### src/rtl/ptp_tod_wr_arb_if.sv
// Bundle between N ToD set sources and the PTP clock register write port.
// "master" is the arbiter's view; "slave" is the sources/register-block view.
interface ptp_tod_wr_arb_if #(
  parameter int CH_COUNT       = 2,
  parameter int REG_ADDR_WIDTH = 16,
  parameter int REG_DATA_WIDTH = 32,
  parameter int REG_STRB_WIDTH = REG_DATA_WIDTH / 8,
  parameter int CH_IDX_WIDTH   = (CH_COUNT > 1) ? $clog2(CH_COUNT) : 1
);
  logic [CH_COUNT-1:0]       s_tod_wr_en;
  logic [CH_COUNT*96-1:0]    s_tod_wr_ts;
  logic [CH_COUNT-1:0]       s_tod_wr_ack;
  logic [CH_COUNT-1:0]       s_tod_wr_err;
  logic [CH_COUNT-1:0]       ch_enable;
  logic [REG_ADDR_WIDTH-1:0] m_reg_wr_addr;
  logic [REG_DATA_WIDTH-1:0] m_reg_wr_data;
  logic [REG_STRB_WIDTH-1:0] m_reg_wr_strb;
  logic                      m_reg_wr_en;
  logic                      m_reg_wr_wait;
  logic                      m_reg_wr_ack;
  logic                      busy;
  logic [CH_IDX_WIDTH-1:0]   last_ch;

  modport master (
    input  s_tod_wr_en, s_tod_wr_ts, ch_enable, m_reg_wr_wait, m_reg_wr_ack,
    output s_tod_wr_ack, s_tod_wr_err, m_reg_wr_addr, m_reg_wr_data,
           m_reg_wr_strb, m_reg_wr_en, busy, last_ch
  );

  modport slave (
    output s_tod_wr_en, s_tod_wr_ts, ch_enable, m_reg_wr_wait, m_reg_wr_ack,
    input  s_tod_wr_ack, s_tod_wr_err, m_reg_wr_addr, m_reg_wr_data,
           m_reg_wr_strb, m_reg_wr_en, busy, last_ch
  );
endinterface

### src/rtl/ptp_tod_wr_arb.sv
// Round-robin arbiter turning 96-bit ToD set requests into ordered set-ToD register writes.
// Define PTP_TOD_FNS_WR_EN to prepend the fractional-ns register write (4 writes instead of 3).
module ptp_tod_wr_arb #(
  parameter int          CH_COUNT         = 2,
  parameter int          REG_ADDR_WIDTH   = 16,
  parameter int          REG_DATA_WIDTH   = 32,
  parameter int          REG_STRB_WIDTH   = REG_DATA_WIDTH / 8,
  parameter logic [31:0] CLK_RB_BASE_ADDR = 32'h200,
  parameter int          TIMEOUT_CYCLES   = 1024
) (
  input logic            clk,
  input logic            rst,
  ptp_tod_wr_arb_if.master bus
);

  localparam int CH_IDX_W = (CH_COUNT > 1) ? $clog2(CH_COUNT) : 1;
  localparam int TMO_W    = $clog2(TIMEOUT_CYCLES + 1);
  localparam logic [31:0] NS_PER_SEC = 32'd1_000_000_000;

`ifdef PTP_TOD_FNS_WR_EN
  localparam int TS_LO = 0;
`else
  // fns is never written, so it is not even latched
  localparam int TS_LO = 16;
`endif

  typedef enum logic [2:0] {
    IDLE,
    WR_FNS,
    WR_NS,
    WR_SEC_L,
    WR_SEC_H,
    DONE
  } state_t;

`ifdef PTP_TOD_FNS_WR_EN
  localparam state_t FIRST_WR = WR_FNS;
`else
  localparam state_t FIRST_WR = WR_NS;
`endif

  state_t                    state_reg;
  logic [CH_IDX_W-1:0]       ch_reg;
  logic [CH_IDX_W-1:0]       last_ch_reg;
  logic                      busy_reg;
  logic [95:TS_LO]           ts_reg;
  logic [TMO_W-1:0]          tmo_cnt_reg;
  logic                      wr_en_reg;
  logic [REG_ADDR_WIDTH-1:0] wr_addr_reg;
  logic [REG_DATA_WIDTH-1:0] wr_data_reg;
  logic [REG_STRB_WIDTH-1:0] wr_strb_reg;
  logic [CH_COUNT-1:0]       ack_reg;
  logic [CH_COUNT-1:0]       err_reg;

  logic [CH_COUNT-1:0]       req_vec;
  logic [95:TS_LO]           ts_arr [CH_COUNT];
  logic                      grant_vld;
  logic [CH_IDX_W-1:0]       grant_idx;

  assign req_vec = bus.s_tod_wr_en & bus.ch_enable;

  for (genvar gi = 0; gi < CH_COUNT; gi++) begin : g_ts
    assign ts_arr[gi] = bus.s_tod_wr_ts[gi*96+TS_LO +: 96-TS_LO];
  end

  // Scan from farthest to nearest after last_ch so the nearest requester wins.
  always_comb begin
    int c;
    c         = 0;
    grant_vld = 1'b0;
    grant_idx = '0;
    for (int i = CH_COUNT; i >= 1; i--) begin
      c = (int'(last_ch_reg) + i) % CH_COUNT;
      if (req_vec[c[CH_IDX_W-1:0]]) begin
        grant_vld = 1'b1;
        grant_idx = c[CH_IDX_W-1:0];
      end
    end
  end

  function automatic logic [REG_ADDR_WIDTH-1:0] wr_addr_of(input state_t s);
    logic [31:0] off;
    case (s)
      WR_FNS:   off = 32'h30;
      WR_NS:    off = 32'h34;
      WR_SEC_L: off = 32'h38;
      default:  off = 32'h3C;
    endcase
    return REG_ADDR_WIDTH'(CLK_RB_BASE_ADDR + off);
  endfunction

  function automatic logic [REG_DATA_WIDTH-1:0] wr_data_of(input state_t s, input logic [95:TS_LO] ts);
    logic [31:0] d;
    case (s)
`ifdef PTP_TOD_FNS_WR_EN
      WR_FNS:   d = {ts[15:0], 16'd0};
`endif
      WR_NS:    d = ts[47:16];
      WR_SEC_L: d = ts[79:48];
      default:  d = {16'd0, ts[95:80]};
    endcase
    return REG_DATA_WIDTH'(d);
  endfunction

  function automatic state_t next_of(input state_t s);
    case (s)
      WR_FNS:   return WR_NS;
      WR_NS:    return WR_SEC_L;
      WR_SEC_L: return WR_SEC_H;
      default:  return DONE;
    endcase
  endfunction

  always_ff @(posedge clk) begin
    if (rst) begin
      state_reg   <= IDLE;
      ch_reg      <= '0;
      last_ch_reg <= CH_IDX_W'(CH_COUNT - 1);
      busy_reg    <= 1'b0;
      ts_reg      <= '0;
      tmo_cnt_reg <= '0;
      wr_en_reg   <= 1'b0;
      wr_addr_reg <= '0;
      wr_data_reg <= '0;
      wr_strb_reg <= '0;
      ack_reg     <= '0;
      err_reg     <= '0;
    end else begin
      ack_reg <= '0;
      err_reg <= '0;
      unique case (state_reg)
        IDLE: begin
          if (grant_vld) begin
            ch_reg      <= grant_idx;
            last_ch_reg <= grant_idx;
            busy_reg    <= 1'b1;
            ts_reg      <= ts_arr[grant_idx];
            tmo_cnt_reg <= '0;
            if (ts_arr[grant_idx][47:16] >= NS_PER_SEC) begin
              // out-of-range ns: reject without touching the clock
              state_reg          <= DONE;
              ack_reg[grant_idx] <= 1'b1;
              err_reg[grant_idx] <= 1'b1;
            end else begin
              state_reg   <= FIRST_WR;
              wr_en_reg   <= 1'b1;
              wr_strb_reg <= '1;
              wr_addr_reg <= wr_addr_of(FIRST_WR);
              wr_data_reg <= wr_data_of(FIRST_WR, ts_arr[grant_idx]);
            end
          end
        end
        WR_FNS, WR_NS, WR_SEC_L, WR_SEC_H: begin
          if (bus.m_reg_wr_ack) begin
            tmo_cnt_reg <= '0;
            if (state_reg == WR_SEC_H) begin
              state_reg       <= DONE;
              wr_en_reg       <= 1'b0;
              wr_strb_reg     <= '0;
              ack_reg[ch_reg] <= 1'b1;
            end else begin
              state_reg   <= next_of(state_reg);
              wr_addr_reg <= wr_addr_of(next_of(state_reg));
              wr_data_reg <= wr_data_of(next_of(state_reg), ts_reg);
            end
          end else if (bus.m_reg_wr_wait) begin
            tmo_cnt_reg <= '0;
          end else if (tmo_cnt_reg == TMO_W'(TIMEOUT_CYCLES - 1)) begin
            // target unresponsive: abandon the remaining writes
            state_reg       <= DONE;
            wr_en_reg       <= 1'b0;
            wr_strb_reg     <= '0;
            ack_reg[ch_reg] <= 1'b1;
            err_reg[ch_reg] <= 1'b1;
          end else begin
            tmo_cnt_reg <= tmo_cnt_reg + 1'b1;
          end
        end
        DONE: begin
          busy_reg  <= 1'b0;
          state_reg <= IDLE;
        end
        default: state_reg <= IDLE;
      endcase
    end
  end

  assign bus.s_tod_wr_ack  = ack_reg;
  assign bus.s_tod_wr_err  = err_reg;
  assign bus.m_reg_wr_addr = wr_addr_reg;
  assign bus.m_reg_wr_data = wr_data_reg;
  assign bus.m_reg_wr_strb = wr_strb_reg;
  assign bus.m_reg_wr_en   = wr_en_reg;
  assign bus.busy          = busy_reg;
  assign bus.last_ch       = last_ch_reg;

endmodule
### src/flat_wrapper.sv
// flat-port wrapper written by rule: the top's interface ports become plain ports
module ptp_tod_wr_arb_flat 
#(
  parameter int          CH_COUNT         = 2,
  parameter int          REG_ADDR_WIDTH   = 16,
  parameter int          REG_DATA_WIDTH   = 32,
  parameter int          REG_STRB_WIDTH   = REG_DATA_WIDTH / 8,
  parameter logic [31:0] CLK_RB_BASE_ADDR = 32'h200,
  parameter int          TIMEOUT_CYCLES   = 1024
)
  (clk, rst, bus_s_tod_wr_en, bus_s_tod_wr_ts, bus_ch_enable, bus_m_reg_wr_wait, bus_m_reg_wr_ack, bus_s_tod_wr_ack, bus_s_tod_wr_err, bus_m_reg_wr_addr, bus_m_reg_wr_data, bus_m_reg_wr_strb, bus_m_reg_wr_en, bus_busy, bus_last_ch);
  ptp_tod_wr_arb_if #(.CH_COUNT(CH_COUNT), .REG_ADDR_WIDTH(REG_ADDR_WIDTH), .REG_DATA_WIDTH(REG_DATA_WIDTH), .REG_STRB_WIDTH(REG_STRB_WIDTH)) bus_i ();
  input logic clk;
  input logic rst;
  input wire logic [$bits(bus_i.s_tod_wr_en)-1:0] bus_s_tod_wr_en;
  input wire logic [$bits(bus_i.s_tod_wr_ts)-1:0] bus_s_tod_wr_ts;
  input wire logic [$bits(bus_i.ch_enable)-1:0] bus_ch_enable;
  input wire logic [$bits(bus_i.m_reg_wr_wait)-1:0] bus_m_reg_wr_wait;
  input wire logic [$bits(bus_i.m_reg_wr_ack)-1:0] bus_m_reg_wr_ack;
  output wire logic [$bits(bus_i.s_tod_wr_ack)-1:0] bus_s_tod_wr_ack;
  output wire logic [$bits(bus_i.s_tod_wr_err)-1:0] bus_s_tod_wr_err;
  output wire logic [$bits(bus_i.m_reg_wr_addr)-1:0] bus_m_reg_wr_addr;
  output wire logic [$bits(bus_i.m_reg_wr_data)-1:0] bus_m_reg_wr_data;
  output wire logic [$bits(bus_i.m_reg_wr_strb)-1:0] bus_m_reg_wr_strb;
  output wire logic [$bits(bus_i.m_reg_wr_en)-1:0] bus_m_reg_wr_en;
  output wire logic [$bits(bus_i.busy)-1:0] bus_busy;
  output wire logic [$bits(bus_i.last_ch)-1:0] bus_last_ch;
  assign bus_i.s_tod_wr_en = bus_s_tod_wr_en;
  assign bus_i.s_tod_wr_ts = bus_s_tod_wr_ts;
  assign bus_i.ch_enable = bus_ch_enable;
  assign bus_i.m_reg_wr_wait = bus_m_reg_wr_wait;
  assign bus_i.m_reg_wr_ack = bus_m_reg_wr_ack;
  assign bus_s_tod_wr_ack = bus_i.s_tod_wr_ack;
  assign bus_s_tod_wr_err = bus_i.s_tod_wr_err;
  assign bus_m_reg_wr_addr = bus_i.m_reg_wr_addr;
  assign bus_m_reg_wr_data = bus_i.m_reg_wr_data;
  assign bus_m_reg_wr_strb = bus_i.m_reg_wr_strb;
  assign bus_m_reg_wr_en = bus_i.m_reg_wr_en;
  assign bus_busy = bus_i.busy;
  assign bus_last_ch = bus_i.last_ch;
  ptp_tod_wr_arb #(.CH_COUNT(CH_COUNT), .REG_ADDR_WIDTH(REG_ADDR_WIDTH), .REG_DATA_WIDTH(REG_DATA_WIDTH), .REG_STRB_WIDTH(REG_STRB_WIDTH), .CLK_RB_BASE_ADDR(CLK_RB_BASE_ADDR), .TIMEOUT_CYCLES(TIMEOUT_CYCLES)) u_core (.clk(clk), .rst(rst), .bus(bus_i));
endmodule
### config.mk
export PLATFORM = sky130hd
export DESIGN_NAME = ptp_tod_wr_arb_flat
export DESIGN_NICKNAME = d
export VERILOG_FILES = /design/src/rtl/ptp_tod_wr_arb_if.sv /design/src/rtl/ptp_tod_wr_arb.sv /design/src/flat_wrapper.sv
export SDC_FILE = /design/constraint.sdc
export NUM_CORES = 1
export LEC_CHECK = 0
export ABC_AREA = 1
export CAP_MARGIN = 20
export CELL_PAD_IN_SITES_DETAIL_PLACEMENT = 0
export CELL_PAD_IN_SITES_GLOBAL_PLACEMENT = 2
export CORE_ASPECT_RATIO = 1.75
export CORE_MARGIN = 2
export CORE_UTILIZATION = 23
export CTS_CLUSTER_SIZE = 10
export DETAILED_ROUTE_END_ITERATION = 7
export GPL_ROUTABILITY_DRIVEN = 0
export GPL_TIMING_DRIVEN = 0
export HOLD_SLACK_MARGIN = 0.06
export PLACE_DENSITY_LB_ADDON = 0.1
export REMOVE_ABC_BUFFERS = 1
export SYNTH_ARGS = -nofsm -noshare
export SYNTH_HDL_FRONTEND = slang
export SYNTH_SLANG_ARGS = --single-unit
### constraint.sdc
create_clock -name clk -period 2.45 [get_ports clk]
set_input_delay 0.49 -clock clk [delete_from_list [all_inputs] [get_ports clk]]
set_output_delay 0.49 -clock clk [all_outputs]
set_load 0.02 [all_outputs]
==> results of run 1 <==
power groups by stage:
stage	combinational (mW)	clock, mW	sequential [mW]
floorplan	2.94	0	3.36
global placement	5.41	0	3.17
detailed placement	5.59	0	3.18
CTS	7.17	2.96	3.16
global route	8.08	3.05	3.21
finish	7.45	2.89	3.16
synthesized netlist by cell type, drive strengths merged (2+ instances only):
cell type	instances	area (sq um)
a21oi	42	210
o221ai	7	61.3
clkinv	2	7.51
nand2	286	1090
nor4	2	12.5
nand4	26	163
nand3b	9	67.6
a211oi	9	67.6
nand3	30	173
buf	39	264
inv	121	454
mux2i	10	100
nor2	127	489
xor2	2	17.5
a22o	6	52.6
a221oi	31	272
dfxtp	137	2740
o21ai	46	241
clkbuf	40	150
nor3	5	36.3
a31oi	48	300
timing repair:
item,in CTS,in global routing
pin swaps,23,37
cloned,16,1
setup endpoints to repair,135,73
resized for setup,71,46
buffers inserted,43,8
worst max path at each step:
stage	slack, ns	cells past startpoint	to	start
floorplan	-1.21	7	u_core.bus.s_tod_wr_ack[0]	u_core.state_reg[0]
global placement	-5.55	7	u_core.bus.s_tod_wr_ack[0]	bus_s_tod_wr_en[0]
detailed placement	-2.57	14	u_core.bus.m_reg_wr_data[11]	bus_s_tod_wr_en[0]
CTS	-0.03	15	u_core.bus.m_reg_wr_addr[3]	u_core.bus.last_ch
global route	-0.14	19	u_core.bus.m_reg_wr_data[2]	u_core.bus.last_ch
finish	-0.002	20	u_core.bus.m_reg_wr_data[4]	bus_ch_enable[0]
layout by cell type (no fill, tap or decap), types with 10 or more instances in the layout:
master / count
a21oi_1: 41
a221oi_1: 31
a31oi_1: 48
buf_12: 15
buf_4: 34
clkbuf_16: 17
clkdlybuf4s50_1: 210
conb_1: 11
dfxtp_1: 134
inv_1: 100
inv_2: 17
mux2i_1: 10
nand2_1: 243
nand2_2: 34
nand3_1: 26
nand4_1: 26
nor2_1: 111
nor2_2: 12
o21ai_0: 38
logic make-up after synthesis:
kind of cell | Yosys count
adders and majority gates | 1
other | 1
xor gates and xnor gates | 2
muxes | 10
buffers and inverters | 202
and+or+nand+nor | 485
AOI/OAI and AO/OA | 194
DFF | 137
layer usage:
metal  vias to the layer above  routed length (um)
li1                       3893                   -
met2                       191               18700
met1                      3642               13000
met5                         -                   0
met4                         0                 922
met3                        38                1290
metrics by stage:
| step | power [mW] | worst slack (ns) |
|---|---|---|
| floorplan | 6.30 | -1.21 |
| detailed placement | 8.77 | -2.57 |
| global placement | 8.58 | -5.55 |
| finish | 13.5 | -0.00241 |
| global route | 14.3 | -0.136 |
| CTS | 13.3 | -0.0307 |
critical path, stage by stage:
cell and delay [ns]:
clkdlybuf4s18_2 0.30, nand3_4 0.17, buf_12 0.19, buf_12 0.13, nand2_8 0.12, nand2_4 0.06, nand2_4 0.06, nand2_1 0.06
nor2_1 0.11, nand2_1 0.10, nor2_1 0.13, nand2_2 0.07, nand3_4 0.13, nand2_8 0.08, buf_12 0.13, nand3_4 0.14
buf_12 0.16, nand2_2 0.05, inv_2 0.04, nor2_1 0.03
layout make-up:
cell class | instances | area, sq um
Multi-Input combinational cell | 717 | 3930
Sequential cell | 137 | 2750
Timing Repair Buffer | 274 | 2920
Inverter | 123 | 503
Clock buffer | 18 | 439
Timing Repair inverter | 1 | 8.76
Fill cell | 3301 | 18800
Tap cell | 387 | 484
Clock inverter | 14 | 203
==> summary.txt, run 1 <==
worst hold slack: 0.455 ns
diode count: 0
GR Layer Usage met2: 40.2%
Final ANT Viol Nets: 0
failing checks: negative setup slack
HPWL after DPL: 19.3 mm
Worst Setup End Kind: flop
Placed Cells incl. Taps: 1,571
cts hold-fix bufs: 0
Max Root-Sink Buffers: 2
Final #Nets: 1,472
XOR/XNOR Fraction of Synth Area: 0.249%
max FFs per register: 80
Max Transition Viols Final: 0
post-layout util: 37.4%
Setup crit start kind: input port
initial detailed-routing violation count: 330
Seq cells post-synth: 137
Fin Setup TNS: -0.00241 ns
Cell Area, Synth: 7030 sq um
hold depth: 2
Seq/Total Area, Yosys: 39.0%
vias in the first global route: 8,010
post-synthesis mux area share: 1.42%
WS Path Type: in -> reg
Worst Reg-to-Reg Cells: 19
design area: 11,200 sq um
RR Startpoint: u_core.bus.last_ch
Hold Fails Final Rpt: 0
detailed-route via count: 7,764
H-tree depth: 4
Synth Area in Adders: 0.178%
P&R area growth vs syn: 59.9%
Site Rows: 84
Hold EP: u_core.tmo_cnt_reg[9]
Sequential Power Share: 23.4%
GRT Total Usage: 21.1%
max cap viols: 0
WL/cell: 20.3 um
detail-routed via count per cell: 4.65
status: complete, but fails checks
full die area: 32,000 sq um
syn_area_per_cell: 6.81 sq um
IO Port Bufs: 215
drt drc: 0
worst hold path type: reg -> reg
initial antenna violation count: 0
Detailed Route WL: 33.9 mm
Clock Power Share: 21.4%
Initial Utilization: 23.4%
Post-Layout Cell Count: 1,671
Post-synth EDFFs: 0
internal power: 7.62 mW
endpoints failing setup: 1
Logic pwr share: 55.2%
net switching power: 5.88 mW
drt first pass iters: 4
CTS tree: done
period utilisation layout: 100%
clk slew on worst S/H paths: 0.06 ns
worst clock skew: 0.00553 ns
Hold Startpoint: u_core.tmo_cnt_reg[9]
global route hottest layer: met2
R2R Setup Slk: 0.02 ns
met1 Use GR: 22.1%
largest family of logic cells by synthesized area: simple AND/OR/NAND/NOR gates
reg2reg end: u_core.bus.m_reg_wr_data[4]
worst-margin pin slew: 0.878 ns
IO Count: 259
Data arrival, critical path: 2.79 ns
root buf cell: clkbuf_16
dominant synthesized flop cell: dfxtp_1
crit path max fanout: 6
Syn Inst Count: 1,032
Worst VDD drop: 0.684 mV
CTS buffer count: 17
Synth Area in Simple Gates: 28.9%
Die Span Y: 235 um
Core Footprint: 30,100 sq um
DIE WIDTH: 136 um
Ys Warns: 0
min Tclk post-route: 2.45 ns
Compound-Gate Fraction of Synth Area: 17.7%
first-pass GRT wire length: 49.3 mm
Fmax: 408 MHz
RSZ-0062 raised after global routing: yes
global route overflow: 0
share of layout cells above drive strength 1: 15.8%
WP data required: 2.79 ns
Net Sw Frac: 43.5%
Post-DP Area: 9470 sq um
Rel. slew slack: 41.4%
Clock Latency Late Sink: 0.44 ns
grt met3 use: 3.98%
post-layout worst setup margin: -0.00241 ns
Netlist cell types: 41
Post-synth ARST share: 0%
leakage: 4.56 nW
PD cells: 1200 nW/um^2
largest net degree at the start of global routing: 65
# clock sinks: 137
No activity file was read; power rests on OpenSTA's default activity.
==> run 2, diff against run 1 <==
Settings changed: CTS_CLUSTER_DIAMETER set to 40.
==> results of run 2 <==
The final DEF is identical to that of run 1; final timing and power are the same.
